==> src/rtl/mem_wb_writeback_pkg.sv <==
// Shared types for the MEM/WB writeback slice: FSM state encoding, default widths
// and the writeback result-select encoding {memtoreg, link}.
package mem_wb_writeback_pkg;

  localparam int DATA_W_DEF  = 32;
  localparam int ADDR_W_DEF  = 5;
  localparam int TIMEOUT_DEF = 16;

  typedef enum logic [1:0] {
    ST_IDLE    = 2'd0,
    ST_WAIT_LD = 2'd1,
    ST_WRITE   = 2'd2
  } wb_state_e;

  typedef enum logic [1:0] {
    SEL_ALU        = 2'b00,
    SEL_PC4        = 2'b01,
    SEL_RDATA      = 2'b10,
    SEL_RDATA_LINK = 2'b11
  } wb_sel_e;

  function automatic wb_sel_e wb_sel_encode(input logic memtoreg, input logic link);
    return wb_sel_e'({memtoreg, link});
  endfunction

  // Load data wins over link when both are set.
  function automatic logic [2:0] wb_sel_onehot(input wb_sel_e sel);
    logic [2:0] hot;
    hot = 3'b000;
    case (sel)
      SEL_ALU:        hot = 3'b001;
      SEL_PC4:        hot = 3'b010;
      SEL_RDATA:      hot = 3'b100;
      SEL_RDATA_LINK: hot = 3'b100;
      default:        hot = 3'b001;
    endcase
    return hot;
  endfunction

endpackage

==> src/rtl/mem_wb_writeback_wb_select.sv <==
// 3:1 writeback result mux (ALU result, return address, load data), built as a
// per-bit one-hot AND-OR so it maps onto plain LUTs.
module mem_wb_writeback_wb_select
  import mem_wb_writeback_pkg::*;
#(
  parameter int DATA_W = DATA_W_DEF
) (
  input  wb_sel_e           sel_i,
  input  logic [DATA_W-1:0] alu_i,
  input  logic [DATA_W-1:0] pc4_i,
  input  logic [DATA_W-1:0] rdata_i,
  output logic [DATA_W-1:0] data_o
);

  logic [2:0] hot;

  assign hot = wb_sel_onehot(sel_i);

  genvar gi;
  generate
    for (gi = 0; gi < DATA_W; gi++) begin : g_bit
      assign data_o[gi] = (hot[0] & alu_i[gi])
                        | (hot[1] & pc4_i[gi])
                        | (hot[2] & rdata_i[gi]);
    end
  endgenerate

endmodule

==> src/rtl/mem_wb_writeback.sv <==
// MEM/WB pipeline register with load-response wait FSM and timeout. Produces the
// register-file write bundle and stalls EX/MEM while a load response is pending.
module mem_wb_writeback
  import mem_wb_writeback_pkg::*;
#(
  parameter int DATA_W  = DATA_W_DEF,
  parameter int ADDR_W  = ADDR_W_DEF,
  parameter int TIMEOUT = TIMEOUT_DEF
) (
  input  logic              clk,
  input  logic              rst_n,
  input  logic              ex_valid,
  input  logic              ex_regwrite,
  input  logic              ex_memtoreg,
  input  logic              ex_link,
  input  logic [ADDR_W-1:0] ex_destadd,
  input  logic [DATA_W-1:0] ex_aluresult,
  input  logic [DATA_W-1:0] ex_pcplus4,
  input  logic              mem_rvalid,
  input  logic [DATA_W-1:0] mem_rdata,
  input  logic              flush,
  output logic              stall_out,
  output logic              mem_wb_regwrite,
  output logic [ADDR_W-1:0] mem_wb_destadd,
  output logic [DATA_W-1:0] wb_writedata,
  output logic              load_timeout
);

  localparam int CNT_W = (TIMEOUT > 2) ? $clog2(TIMEOUT) : 1;
  localparam logic [CNT_W-1:0] CNT_LAST = CNT_W'(TIMEOUT - 1);

  wb_state_e         state_q, state_d;
  logic [CNT_W-1:0]  cnt_q, cnt_d;
  logic [ADDR_W-1:0] ld_dest_q, ld_dest_d;
  logic              ld_regwrite_q, ld_regwrite_d;
  logic              wr_q, wr_d;
  logic [ADDR_W-1:0] dest_q, dest_d;
  logic [DATA_W-1:0] data_q, data_d;
  logic              timeout_q, timeout_d;

  wb_sel_e           sel;
  logic [DATA_W-1:0] sel_data;
  logic              accept;

  // While waiting, the mux is pinned to load data so the capture path is direct.
  assign sel = (state_q == ST_WAIT_LD) ? SEL_RDATA : wb_sel_encode(ex_memtoreg, ex_link);

  mem_wb_writeback_wb_select #(
    .DATA_W (DATA_W)
  ) u_wb_select (
    .sel_i   (sel),
    .alu_i   (ex_aluresult),
    .pc4_i   (ex_pcplus4),
    .rdata_i (mem_rdata),
    .data_o  (sel_data)
  );

  assign stall_out = (state_q == ST_WAIT_LD);
  assign accept    = ex_valid & ~flush & ~stall_out;

  always_comb begin
    state_d       = state_q;
    cnt_d         = cnt_q;
    ld_dest_d     = ld_dest_q;
    ld_regwrite_d = ld_regwrite_q;
    wr_d          = 1'b0;
    dest_d        = dest_q;
    data_d        = data_q;
    timeout_d     = 1'b0;

    case (state_q)
      ST_IDLE, ST_WRITE: begin
        // WRITE already holds its committed result in the output registers,
        // so it accepts the next instruction exactly like IDLE.
        state_d = ST_IDLE;
        if (accept) begin
          if (ex_memtoreg) begin
            state_d       = ST_WAIT_LD;
            cnt_d         = '0;
            ld_dest_d     = ex_destadd;
            ld_regwrite_d = ex_regwrite;
          end else begin
            wr_d   = ex_regwrite & (ex_destadd != '0);
            dest_d = ex_destadd;
            data_d = sel_data;
          end
        end
      end

      ST_WAIT_LD: begin
        if (flush) begin
          state_d = ST_IDLE;
          cnt_d   = '0;
        end else if (mem_rvalid) begin
          state_d = ST_WRITE;
          cnt_d   = '0;
          wr_d    = ld_regwrite_q & (ld_dest_q != '0);
          dest_d  = ld_dest_q;
          data_d  = sel_data;
        end else if (cnt_q == CNT_LAST) begin
          state_d   = ST_IDLE;
          cnt_d     = '0;
          timeout_d = 1'b1;
        end else begin
          cnt_d = cnt_q + CNT_W'(1);
        end
      end

      default: begin
        state_d = ST_IDLE;
        cnt_d   = '0;
      end
    endcase
  end

  always_ff @(posedge clk or negedge rst_n) begin
    if (!rst_n) begin
      state_q       <= ST_IDLE;
      cnt_q         <= '0;
      ld_dest_q     <= '0;
      ld_regwrite_q <= 1'b0;
      wr_q          <= 1'b0;
      dest_q        <= '0;
      data_q        <= '0;
      timeout_q     <= 1'b0;
    end else begin
      state_q       <= state_d;
      cnt_q         <= cnt_d;
      ld_dest_q     <= ld_dest_d;
      ld_regwrite_q <= ld_regwrite_d;
      wr_q          <= wr_d;
      dest_q        <= dest_d;
      data_q        <= data_d;
      timeout_q     <= timeout_d;
    end
  end

  assign mem_wb_regwrite = wr_q;
  assign mem_wb_destadd  = dest_q;
  assign wb_writedata    = data_q;
  assign load_timeout    = timeout_q;

endmodule

==> config.mk <==
export PLATFORM = sky130hd
export DESIGN_NAME = mem_wb_writeback
export DESIGN_NICKNAME = d
export VERILOG_FILES = /design/src/rtl/mem_wb_writeback_pkg.sv /design/src/rtl/mem_wb_writeback_wb_select.sv /design/src/rtl/mem_wb_writeback.sv
export SDC_FILE = /design/constraint.sdc
export NUM_CORES = 1
export LEC_CHECK = 0
export ABC_CLOCK_PERIOD_IN_PS = 1650
export CORE_MARGIN = 8
export CORE_UTILIZATION = 35
export CTS_CLUSTER_SIZE = 8
export DETAILED_ROUTE_END_ITERATION = 10
export GPL_ROUTABILITY_DRIVEN = 1
export GPL_TIMING_DRIVEN = 0
export PLACE_DENSITY = 0.76
export RECOVER_POWER = 50
export SETUP_SLACK_MARGIN = 0.15
export SYNTH_ARGS = -nofsm -noshare
export SYNTH_HDL_FRONTEND = slang
export SYNTH_SLANG_ARGS = --single-unit
export TNS_END_PERCENT = 50
==> constraint.sdc <==
create_clock -name clk -period 1.65 [get_ports clk]
set_input_delay 0.33 -clock clk [delete_from_list [all_inputs] [get_ports clk]]
set_output_delay 0.33 -clock clk [all_outputs]
set_load 0.01 [all_outputs]
==> results.md, run 1 <==
* DRT antenna net count at 0
* IO Port Bufs at 147
* Die area at 11000 um2
* Psw at 1140 uW
* Nets@finish at 561
* I/O Pins at 149
* Residual DRC count at 0
* Slowest cell delay on critical path at roughly 0.56 ns
* Critical path peak fanout at 2
* Status: finished, final reports clean
* Worst Path Buf+Inv at 1
* F_max at 0.646 GHz
* Routed length per instance at about 17 um
* Drt pass-1 iters at 4
* Core Area at 7690 um2
* Die height at 105 um
* Max-slew violation count at 0
* Antenna violations before repair at 0
* Crit path capture type: output port
* Max Cap Viol at 0
* RSZ-0062 raised after global routing: yes
* Clock skew at between 0.005 and 0.006 ns
* Max VDD drop at 0.446 mV
* Die W at 105 um
* Layout cells sized above 1 at 0.117
* Final Instance Area at 4570 um2
* # H-tree levels at 2
* Clk_lat worst skew at around 0.3 ns
* GPL Wtd Cong at 0.774
* Top Family by Delay on Critical Path: buffers and inverters
* Area grow syn2layout at 65.7%
* Worst path cell trace: clkdlybuf4s50_1
* Dpl cells at between 500 and 600
* Slowest CP cell: clkdlybuf4s50_1
* Final Util at 0.594
* Sequential share of power at 0.408
* CTS tree: built
* Sequential share of the synthesized area at 0.463
* Required time of the critical path at 1.32 ns
* Syn Area/Cell at around 9.5 um2
* Clock Power Share at 0.259
* GRT Util Overall at 0.169
* Internal power at 2870 uW
* Hold Vio Cnt, Final at 0
* Largest net degree at the start of global routing at 29
* Total CTS buffers at 5
* Worst Path Arrival at 1.22 ns
* First-pass GRT wire length at 15200 um
* Reg clk slew, reported paths at 0.10 ns
* Synth Register Bits at 51
* Power share of the combinational group at 0.333
* Non-filler cells, final at roughly 550
* HP Class: input pin to asynchronous set/reset pin
* Asr flop ratio synth at 1.00
* Vias in the first global route at 2860
* Post-DP HPWL at 7610 um
* Most frequent cells in the layout: clkdlybuf4s50_1, o21ai_0, dfrtp_1
* PD cells at approximately 880 nW/um2
* Post-synth design cell area at approximately 2800 um2
* Root Driver: clkbuf_8
* Tmin final at about 1.5 ns
* Post-synthesis cell count at 291
* Final WL at 9490 um
* GRT Residual Overflow at 0
* Number of synthesized flops with an enable pin at 0
* Syn Nets at approximately 400
* Number of clock sinks at 51
* Initial Utilization at 0.359
* Final period util at 0.938
* Crit Path Category: flip-flop to output port
* Critical path startpoint category: flip-flop
* Post-synth cell types at 31
* Slew @ Worst Pin at ~0.69 ns
* Yosys Warn Count at 0
* Commonest non-fill, non-tap cell in the layout: clkdlybuf4s50_1
* DR iter-0 viols at about 70
* Sw frac at 0.284
* Static Leak at roughly 0.0020 uW
* Area after DPL at about 4400 um2
* Slew HR at 0.541
* Cell row count at 32
* Primary FF master, synth: dfrtp_1
* Final setup vio count at 0
* Vias per std cell at 4.91
* Max Root-Sink Buffers at 2
* Via count at 2720
* Antenna diode count at 0
==> routing by layer <==
layer,part of all wire,track usage
met1,0.43,0.205
met2,0.50,0.296
met3,0.058,0.0479
met4,0.0047,0.0255
met5,0,0
==> Yosys cell counts (all sizes together), types with 2 or more instances <==
| cell | number | share of area |
|---|---|---|
| o21ai | 75 | 0.14 |
| nor3b | 2 | 0.0054 |
| mux2 | 6 | 0.025 |
| or4 | 2 | 0.0054 |
| dfrtp | 51 | 0.46 |
| inv | 3 | 0.0050 |
| buf | 19 | 0.053 |
| nand2 | 41 | 0.056 |
| mux2i | 37 | 0.13 |
| nand2b | 2 | 0.0045 |
| nor2 | 3 | 0.0068 |
| nand3 | 33 | 0.060 |
| clkbuf | 4 | 0.0054 |
==> cell families after synthesis <==
logic type / Yosys count / share of synthesized area
AOI/OAI and AO/OA: 81 / 0.153
adders and majority gates: 1 / 0.00454
buffers and inverters: 26 / 0.0636
DFF: 51 / 0.463
muxes: 43 / 0.159
and+or+nand+nor: 89 / 0.157
==> repair_timing <==
action,in CTS,in global routing
pin swaps,0,4
setup buffers,4,0
cloned,0,1
gates resized for setup,25,29
hold buffers,0,0
setup endpoints to repair,84,76
==> cell type report <==
| type | instances | area, um2 |
|---|---|---|
| buffer | 23 | 209 |
| clock buffer | 5 | 68.8 |
| timing repair buffer | 153 | 1480 |
| multi-input combinational | 214 | 1320 |
| sequential | 51 | 1280 |
| tap | 102 | 128 |
| fill | 713 | 3120 |
| inverter | 3 | 16.3 |
| clock inverter | 3 | 67.6 |
==> metrics by stage <==
| step | setup TNS [ns] | power [uW] | setup WS, ns | hold slack [ns] |
|---|---|---|---|---|
| after floorplan | 0 | 2150 | 0.301 | 0.0344 |
| after global placement | -75.27 | 2990 | -1.25 | 0.462 |
| after detailed placement | -13.55 | 3040 | -0.401 | 0.401 |
| after CTS | 0 | 4050 | 0.0831 | 0.0728 |
| after global routing | 0 | 4240 | 0.0454 | 0.101 |
| final | 0 | 4010 | 0.103 | 0.0528 |
==> worst paths after layout <==
kind / startpoint / to / slack [ns] / depth (start not counted)
worst max-delay path: wb_writedata[0] / wb_writedata[0] / 0.10 / 1
worst min-delay path: rst_n / wb_writedata[21] / 0.05 / 1
worst max register to register: state_q[0] / wb_writedata[29] / 0.15 / 6
worst min register to register: cnt_q[3] / cnt_q[3] / 0.48 / 1
max in group asynchronous: rst_n / state_q[1] / 0.54 / 2
min in group clk: cnt_q[3] / cnt_q[3] / 0.48 / 1
==> flip-flops by register name, indices dropped and copies added (netlist names) <==
name,flops
cnt_q,4
ld_dest_q,5
ld_regwrite_q,1
load_timeout,1
mem_wb_destadd,5
mem_wb_regwrite,1
state_q,2
wb_writedata,32
==> power groups by stage <==
| stage | clock (uW) | sequential [uW] | combinational [uW] |
|---|---|---|---|
| 2_1_floorplan | 0 | 1750 | 404 |
| 3_3_place_gp | 0 | 1650 | 1340 |
| 3_5_place_dp | 0 | 1660 | 1380 |
| 4_1_cts | 1060 | 1640 | 1350 |
| 5_1_grt | 1110 | 1670 | 1460 |
| 6_report | 1040 | 1640 | 1330 |
(Power assumes the default switching activity.)
==> run 2, diff against run 1 <==
- CORE_UTILIZATION: 35 -> 30
- PLACE_DENSITY: 0.76 -> 0.67
==> results.md, run 2 (same netlist as run 1, synthesis figures left out) <==
* Worst path cell trace: clkdlybuf4s50_1
* Residual DRC count at 0 (unchanged)
* Drt pass-1 iters at 4 (unchanged)
* Failing checks: capacitance limit, slew limit
* DRT antenna net count at 0 (unchanged)
* Hold buffers post-CTS at 0 (unchanged)
* Hold Vio Cnt, Final at 0 (unchanged)
* Max Cap Viol at 1 (+1)
* Required time of the critical path at 1.32 ns (about the same)
* HP Class: input pin to asynchronous set/reset pin
* Tmin final at 1.53 ns (-0.0185 ns)
* Crit Path Category: flip-flop to output port
* Commonest non-fill, non-tap cell in the layout: clkdlybuf4s50_1
* Total CTS buffers at 5 (unchanged)
* Via count at 2735 (+0.55%)
* RSZ-0062 raised after global routing: yes
* Antenna diode count at 0 (unchanged)
* Area grow syn2layout at 68.5%
* GPL Wtd Cong at 0.759 (-1.9%)
* GRT Util Overall at 0.150 (-0.0189)
* DR iter-0 viols at 72 (unchanged)
* Crit path capture type: output port
* Initial Utilization at 0.304 (-0.0545)
* Largest net degree at the start of global routing at 28 (-3.4%)
* Max VDD drop at 0.512 mV (+15%)
* Root Driver: clkbuf_8
* Non-filler cells, final at 565 (+2.0%)
* Fillers at 833 (+17%)
* CTS tree: built
* Final Util at 0.512 (-0.0819)
* Post-DP HPWL at 7770 um (+2.1%)
* Reg clk slew, reported paths at 0.10 ns (about the same)
* Max-slew violation count at 24 (+24)
* Vias in the first global route at 2879 (+0.66%)
* Die W at 112 um (+6.8%)
* Die area at 12500 um2 (+14%)
* Final Instance Area at 4640 um2 (+1.7%)
* Max reg flops at 32 (unchanged)
* First-pass GRT wire length at 15100 um (-0.82%)
* Clock skew at 0.00551 ns (+0.000291 ns)
* Nets@finish at 563 (+0.36%)
* Number of clock sinks at 51 (unchanged)
* F_max at 0.654 GHz (+1.2%)
* Cell row count at 35 (+9.4%)
* Core Area at 9060 um2 (+18%)
* GRT Residual Overflow at 0 (unchanged)
* Clk_lat worst skew at 0.30 ns (about the same)
* Most frequent cells in the layout: clkdlybuf4s50_1, o21ai_0, dfrtp_1
* Final setup vio count at 0 (unchanged)
* Final period util at 0.926 (-0.0112)
* Static Leak at 0.00222 uW (+8.5%)
* Critical path peak fanout at 2 (unchanged)
* Slowest CP cell: clkdlybuf4s50_1
* Slew @ Worst Pin at 1.50 ns (+0.816 ns)
* Antenna violations before repair at 0 (unchanged)
* Max Root-Sink Buffers at 2 (unchanged)
* Slew HR at -0.00321 (-0.544)
* FF+latch area at 1280 um2 (unchanged)
* Die height at 112 um (+6.8%)
* Dpl cells at 550 (+1.7%)
* Final WL at 9870 um (+4.0%)
* Status: finished, violations left
* IO Port Bufs at 147 (unchanged)
* PD cells at 827 nW/um2 (-5.7%)
* Routed length per instance at 17.5 um (+2.0%)
* Area after DPL at 4380 um2 (about the same)
* Slowest cell delay on critical path at 0.55 ns (about the same)
* Layout cells sized above 1 at 0.123 (+0.00609)
* Critical path startpoint category: flip-flop
* Worst Path Buf+Inv at 1 (unchanged)
* Worst Path Arrival at 1.20 ns (-0.02 ns)
* # H-tree levels at 2 (unchanged)
* I/O Pins at 149 (unchanged)
* Top Family by Delay on Critical Path: buffers and inverters
* Vias per std cell at 4.84 (-1.4%)
* Multi-input gate area at 1330 um2 (+0.19%)
==> run 2: cell types whose count changed in the layout (fill, tap and decap cells not counted), sizes merged, moves of 4 or more <==
cell           change
buf                +4
dlygate4sd2        -6
clkdlybuf4s25     +16
clkdlybuf4s50     -24
dlymetal6s2s      +15
==> run 2: through the flow <==
stage / total power (uW) / setup TNS (ns) / hold WS (ns) / setup WS, ns
6_report: 3840 / 0 / 0.369 / 0.122
5_1_grt: 4050 / 0 / 0.412 / 0.0784
4_1_cts: 3930 / 0 / 0.0382 / 0.0810
3_5_place_dp: 3040 / -13.11 / 0.375 / -0.396
3_3_place_gp: 3000 / -77.94 / 0.463 / -1.29
2_1_floorplan: 2150 / 0 / 0.0344 / 0.301
==> run 2: power breakdown <==
group / total [uW] / leakage, uW / internal, uW / switching, uW
sequential: 1630 / 0.000639 / 1500 / 135
clock: 896 / 0.0000581 / 453 / 444
combinational: 1310 / 0.00152 / 744 / 569
total: 3840 / 0.00222 / 2690 / 1150
==> run 2: timing repair <==
| item | in CTS | in global routing |
|---|---|---|
| hold endpoints to repair | 0 | 0 |
| setup buffers | 5 | 2 |
| endpoints found under the setup margin | 83 | 82 |
| gates resized for setup | 24 | 46 |
| pin swaps | 1 | 0 |
==> run 2: per-layer routing <==
metal	part of all wire	track usage	vias to the layer above
li1	-	-	1353
met1	0.44	0.182	1295
met2	0.49	0.258	82
met3	0.068	0.0465	5
met4	0.0043	0.0255	0
met5	0	0	-
==> run 2: path summary, 6_finish.rpt <==
check                                  start                end  slack [ns]  depth (start not counted)
max                          wb_writedata[8]    wb_writedata[8]        0.12                          1
min                                    rst_n   wb_writedata[21]        0.37                          1
max reg2reg                       state_q[0]       ld_dest_q[0]        0.16                          4
min reg2reg                mem_wb_destadd[2]  mem_wb_destadd[2]        0.49                          2
max in group asynchronous              rst_n       ld_dest_q[2]        0.40                          1
min in group clk                  mem_rvalid         state_q[1]        0.42                          2
==> run 2: final cells by class <==
class	count	area share
repair buffers	155	0.336
multi-input cells	214	0.286
flip-flops and latches	51	0.275
plain buffers	23	0.0450
well taps	111	0.0299
clock buffers	5	0.0148
clock inverters	3	0.00943
inverters	3	0.00404
